==> config.mk <==
export PLATFORM = sky130hd
export DESIGN_NAME = sram_bus_adapter
export DESIGN_NICKNAME = d
export VERILOG_FILES = /design/src/rtl/sram_bus_adapter.sv
export SDC_FILE = /design/constraint.sdc
export NUM_CORES = 1
export LEC_CHECK = 0
export CAP_MARGIN = 20
export CORE_ASPECT_RATIO = 1.2
export CORE_MARGIN = 3
export CORE_UTILIZATION = 40
export CTS_BUF_LIST = sky130_fd_sc_hd__clkbuf_8 sky130_fd_sc_hd__clkbuf_16
export DETAILED_ROUTE_END_ITERATION = 16
export GPL_ROUTABILITY_DRIVEN = 0
export HOLD_SLACK_MARGIN = 0.06
export MAX_ROUTING_LAYER = met4
export PLACE_DENSITY = 0.85
export SLEW_MARGIN = 20
export SYNTH_ARGS = -nofsm -noshare
export SYNTH_HDL_FRONTEND = slang
export SYNTH_SLANG_ARGS = --single-unit
==> constraint.sdc <==
create_clock -name clk -period 3.3 [get_ports clk]
set_clock_uncertainty 0.2 [all_clocks]
set_input_delay 0.99 -clock clk [delete_from_list [all_inputs] [get_ports clk]]
set_output_delay 0.99 -clock clk [all_outputs]
set_load 0.02 [all_outputs]
==> src/rtl/sram_bus_adapter.sv <==
// sram_bus_adapter: bridges a request/grant data bus to a single-port
// synchronous word SRAM. Byte addresses are translated to word indices, and
// out-of-range accesses get an error response without touching the SRAM.
// Exactly one in-order response is returned per grant. A 2-entry response
// buffer absorbs SRAM read data while the requester holds rready low.
module sram_bus_adapter #(
  parameter int unsigned DEPTH     = 16384,
  parameter logic [31:0] BASE_ADDR = 32'h0000_0000
) (
  input  logic                     clk,
  input  logic                     rst_n,
  // requester side
  input  logic                     req,
  output logic                     gnt,
  input  logic [31:0]              addr,
  input  logic                     we,
  input  logic [3:0]               be,
  input  logic [31:0]              wdata,
  output logic                     rvalid,
  input  logic                     rready,
  output logic [31:0]              rdata,
  output logic                     err,
  // SRAM side
  output logic                     sram_en,
  output logic                     sram_we,
  output logic [$clog2(DEPTH)-1:0] sram_addr,
  output logic [3:0]               sram_be,
  output logic [31:0]              sram_wdata,
  input  logic [31:0]              sram_rdata
);

  localparam int AW = $clog2(DEPTH);

  // Address decode
  logic [31:0] off;
  logic        in_range;

  // Credit / pipeline state
  logic        ready;
  logic [1:0]  occ;
  logic        pend;
  logic        p_we;
  logic        p_err;
  logic        credit_ok;

  // Response path
  logic [31:0] resp_data;
  logic [32:0] resp_word;   // {err, data}
  logic [32:0] buf_mem [2];
  logic        wptr;
  logic        rptr;
  logic [32:0] head;
  logic        pop;
  logic        push;
  logic        pop_buf;

  // Byte offset from the window base; the word index is taken from bits [31:2]
  // so the sub-word address bits are simply ignored.
  assign off      = addr - BASE_ADDR;
  assign in_range = (addr >= BASE_ADDR) && ({1'b0, off[31:2]} < 31'(DEPTH));

  // A grant is only given when the buffer can hold every response that could
  // still arrive: the one being formed now (pend) plus the new one.
  assign credit_ok = (occ == 2'd0) || ((occ == 2'd1) && !pend);
  assign gnt       = ready & req & credit_ok;

  // SRAM is driven combinationally in the grant cycle; out-of-range grants
  // never enable it.
  assign sram_en    = gnt & in_range;
  assign sram_we    = we;
  assign sram_addr  = off[2 +: AW];
  assign sram_be    = be;
  assign sram_wdata = wdata;

  // The SRAM output is valid exactly one cycle after the read enable, which is
  // the cycle in which the pending stage holds that access.
  assign resp_data = (p_we | p_err) ? 32'h0 : sram_rdata;
  assign resp_word = {p_err, resp_data};

  // First-word fall-through: the oldest buffered entry wins, otherwise the
  // response being formed this cycle is presented directly.
  assign rvalid = (occ != 2'd0) | pend;
  assign head   = (occ != 2'd0) ? buf_mem[rptr] : resp_word;
  assign rdata  = rvalid ? head[31:0] : 32'h0;
  assign err    = rvalid & head[32];

  // When the buffer is empty a consumed pending response bypasses it;
  // otherwise the pending response is queued behind older entries.
  assign pop     = rvalid & rready;
  assign pop_buf = pop & (occ != 2'd0);
  assign push    = pend & ~(pop & (occ == 2'd0));

  // Ready flop holds off grants for the first cycle after reset release.
  always_ff @(posedge clk or negedge rst_n) begin
    if (!rst_n) begin
      ready <= 1'b0;
    end else begin
      ready <= 1'b1;
    end
  end

  // Pending stage: remembers the kind of access granted last cycle.
  always_ff @(posedge clk or negedge rst_n) begin
    if (!rst_n) begin
      pend  <= 1'b0;
      p_we  <= 1'b0;
      p_err <= 1'b0;
    end else begin
      pend <= gnt;
      if (gnt) begin
        p_we  <= we;
        p_err <= ~in_range;
      end
    end
  end

  // Buffer pointers and occupancy; a simultaneous push and pop keeps occ.
  always_ff @(posedge clk or negedge rst_n) begin
    if (!rst_n) begin
      occ  <= 2'd0;
      wptr <= 1'b0;
      rptr <= 1'b0;
    end else begin
      if (push) begin
        wptr <= ~wptr;
      end
      if (pop_buf) begin
        rptr <= ~rptr;
      end
      case ({push, pop_buf})
        2'b10:   occ <= occ + 2'd1;
        2'b01:   occ <= occ - 2'd1;
        default: occ <= occ;
      endcase
    end
  end

  // Buffer storage; contents need no reset because occ gates their use.
  always_ff @(posedge clk) begin
    if (push) begin
      buf_mem[wptr] <= resp_word;
    end
  end

endmodule

# Yosys cells after proc, flatten, opt, wreduce, memory -nomap -nowiden
# Memory sizes are Yosys's and may differ from the RTL's.
# Cells that the tools add are included.
# op_classes
reduce_logical,7
n_bitwise,14
eq_ne,3
n_addsub,2
magnitude_cmp,2
muxes,6
# op_table
cell,n
$mux W32,2
$mux W33,1
$ge A32 B1 Y1 const B,1
$lt A30 B15 Y1 const B,1
$and A1 B1 Y1,8
$eq A2 B1 Y1 const B,2
$not A1 Y1,4
$pmux W2 S2,1
$reduce_bool A2 Y1,2
$add A2 B1 Y2 const B,1
$eq A2 B2 Y1 const B,1
$logic_and A1 B1 Y1,2
$logic_not A2 Y1,1
$mux W1,2
$or A1 B1 Y1,2
$sub A2 B1 Y2 const B,1
$logic_not A1 Y1,1
$logic_or A1 B1 Y1,1
# totals
ramBits,66
wordCells,42
regBits,8
n_memories,1
input_bits,105
out_inout_bits,87
# memory_table
memory,depth,width,rd,rd_clocked_by_memory_dff,write_ports,line_no,source
buf_mem,2,33,1,0,1,49,logic [32:0] buf_mem [2];

# Logic depth before layout (Yosys ltp)
# logic_depth
ltp_word,8
mapped_depth,8
ltp_nobuf,7

# Least setup slack after synthesis
# No wires, ideal clock.
# synth_timing
path_type,input -> register
start,in rready
end,"mem buf_mem[0][0], enable pin"
t_arrival_ns,2.555
setup_slack_ns,0.122
path_stages,3
path_buffers,0
required_ns,2.677
setup_ns,0.423
path_cell_list,nand2_1 -> nand2_1 -> nor2_1
# synth_via
elab_chain_cells,6
# synth_rtl
item,line_no,source
"start, declared",20,"input logic rready,"
$and A1 B1 Y1,89,assign pop = rvalid & rready;
$and A1 B1 Y1,91,assign push = pend & ~(pop & (occ == 2'd0));
$not A1 Y1,91,
$and A1 B1 Y1,91,
$mux W1,140,if (push) begin
$mux W1 (not written as such),141,buf_mem[wptr] <= resp_word;
"end, declared",49,
# Every way passes these cells.

# Worst setup path after layout
# layout_timing
start,in sram_rdata[8]
end,out rdata[8]
# layout_via
elab_chain_cells,3
# layout_rtl
item,line_no,source
"start, declared",29,input logic [31:0] sram_rdata
$mux W32,77,assign resp_data = (p_we | p_err) ? 32'h0 : sram_rdata;
$mux W33,83,assign head = (occ != 2'd0) ? buf_mem[rptr] : resp_word;
$mux W32,84,assign rdata = rvalid ? head[31:0] : 32'h0;
"end, declared",21,"output logic [31:0] rdata,"
# Every way passes these cells.

==> metrics.md <==
| Metric | Value |
|---|---|
| Status | `completed` |
| Final ANT Viol Nets | `0` |
| Number of synthesized flops with an enable pin | `66` |
| # Max-Cap Violations | `0` |
| CTS tree | `done` |
| Die Y | `111 um` |
| Pin count of the biggest net entering global routing | `39` |
| Clock Sinks | `74` |
| Detailed Route WL | `7810 um` |
| P_int | `2.02 mW` |
| Sequential share of power | `0.372` |
| Period utilisation layout | `0.985` |
| Post-synth ARST share | `0.108` |
| Final Critical Period | `3250 ps` |
| Initial DRC count | `163` |
| Combinational power share | `0.451` |
| Dpl cell area | `4570 um^2` |
| Synth Register Bits | `74` |
| Unrepaired setup endpoints after global routing | `false` |
| Peak VDD IR | `0.000320 V` |
| Final setup viols | `0` |
| IO Port Bufs | `89` |
| Synthesized cell area | `3650 um^2` |
| Clock Latency Late Sink | `350 ps` |
| Final nets | `486` |
| Total CTS buffers | `9` |
| DIE AREA | `10300 um^2` |
| Core Util, Final | `0.541` |
| Yosys top cell area share | `0.542` |
| Core area | `8750 um^2` |
| Final hold slack | `325 ps` |
| Initial antenna violation count | `0` |
| DR vias/cell | `4.86` |
| Finished Cell Area | `4740 um^2` |
| Io pins | `192` |
| WL/cell | `15.6 um` |
| Psw | `1.21 mW` |
| DP Wirelength | `5380 um` |
| Htree depth | `3` |
| Worst-path clk slew | `70 ps` |
| Net Sw Frac | `0.373` |
| Drt pass-1 iters | `4` |
| DRC Markers | `0` |
| Top cells by count, synth | `edfxtp_1 (66), buf_4 (55), nand2_1 (36), inv_1 (35), mux2i_1 (33)` |
| Share of power burned in the clock network | `0.177` |
| CTS Root Cell | `clkbuf_8` |
| Hold Path Class | `reg -> reg` |
| All-Layer GR Usage | `0.158` |
| Post-Syn Instances | `301` |
| Pleak | `2.17 nW` |
| Syn Area/Cell | `12.1 um^2` |
| First-pass GRT wire length | `12400 um` |
| Post-synth net total | `409` |
| Die width | `93.3 um` |
| Fmax | `308 MHz` |
| Final Total Pwr | `3.23 mW` |
| Seq/Total Area, Yosys | `0.597` |
| Hold buffers post-CTS | `0` |
| Count leader, synth | `edfxtp_1` |
| Pwr Density | `682 nW/um^2` |
| Via count | `2431` |
| Max Slew Vio Count | `0` |
| Rows | `37` |
| Crit-path max FO | `2` |
| Synth Flop Type | `edfxtp_1` |
| Number of warnings issued by yosys | `0` |
| Vias in the first global route | `2580` |
| Critical path capture point type | `output pin` |
| Pre-CTS WS | `-530 ps` |
| Critical Path RT | `2110 ps` |
| Largest area contributor in the netlist | `edfxtp_1` |
| Top post-synthesis cells by area | `edfxtp_1 (54%), buf_4 (11%), mux2i_1 (9.0%)` |
| Arr. time, crit path | `2060 ps` |
| Final hold vios | `0` |
| Synth-to-Final Area Change | `29.6%` |
| Longest Clk Path Bufs | `2` |
| Number of inserted diodes | `0` |
| Share of layout cells above drive strength 1 | `0.172` |
| Overflow after GRT | `0` |
| Post-synth cell types | `25` |
| CP Launch Type | `input pin` |
| Initial Util | `0.418` |
| Worst setup slack after layout | `50.1 ps` |
| WS Path Type | `in -> out` |
state kept, by name, summed over array words and instances, names as in the netlist:
name	count
p_err	1
p_we	1
wptr	1
buf_mem	66
ready	1
pend	1
rptr	1
occ	2
area by class of cell:
cell class              count  area [um^2]
inverters                  35          131
well taps                 117          146
repair buffers            131         1230
multi-input cells         127          896
clock inverters             7         30.0
fillers                   738         4010
clock buffers               9          124
flip-flops and latches     74         2180
worst max-delay path, cell delays in order:
cell	delay [ps]
clkdlybuf4s50_1	460
nand2_1	70
o22ai_1	180
dlygate4sd2_1	360
metrics by stage:
step	TNS, ps	std cells
6_report	0	500
3_5_place_dp	-6540	483
5_1_grt	0	500
2_1_floorplan	0	301
3_3_place_gp	-6360	483
4_1_cts	-26.9	499
repair_timing:
action / CTS / global route
gates resized for setup: 41 / 14
pin swaps: 1 / 6
setup endpoints to repair: 35 / 4
buffers inserted: 0 / 1
layer usage:
| layer | global-route usage | part of all wire |
|---|---|---|
| met4 | 0.0811 | 0.030 |
| met1 | 0.174 | 0.38 |
| met2 | 0.255 | 0.52 |
| met3 | 0.0509 | 0.064 |
| met5 | - | 0 |
cells in the final DEF (no fill, tap or decap), types with 4 or more instances in the layout:
cell and n:
edfxtp_1 66, mux2i_1 33, dlygate4sd2_1 32, inv_1 38, clkbuf_8 9, dfrtp_1 7
o22ai_1 32, buf_4 40, nor4_2 4, nand2_1 36, dlymetal6s2s_1 10, clkdlybuf4s50_1 44
cell families (layout without fill, tap and decap cells):
logic type	count (synthesis)	in the layout	synth area share
mux	35	35	0.0965
simple gates	49	49	0.0575
fa+ha+maj	3	3	0.0103
other cells	1	1	0.00103
compound gates	35	35	0.0609
buf+inv	100	182	0.167
xor+xnor	4	4	0.00959
flops	74	74	0.597
path summary, 6_finish.rpt:
path	startpoint	to	slack, ps	cells after the start
hold / removal	occ[1]	occ[1]	330	2
hold reg to reg	occ[1]	occ[1]	330	2
setup / recovery	sram_rdata[8]	rdata[8]	50	4
max in group asynchronous	rst_n	rptr	1900	1
setup reg to reg	occ[0]	buf_mem[1][23]	1100	6
min in group asynchronous	rst_n	pend	710	1
power groups by stage:
stage	Combinational [mW]	Sequential (mW)	Clock, mW
floorplan	1.03	1.20	0
global placement	1.61	1.21	0
detailed placement	1.63	1.22	0
CTS	1.47	1.20	0.591
global route	1.56	1.21	0.636
finish	1.46	1.20	0.571
No activity file was read; power rests on OpenSTA's default activity.
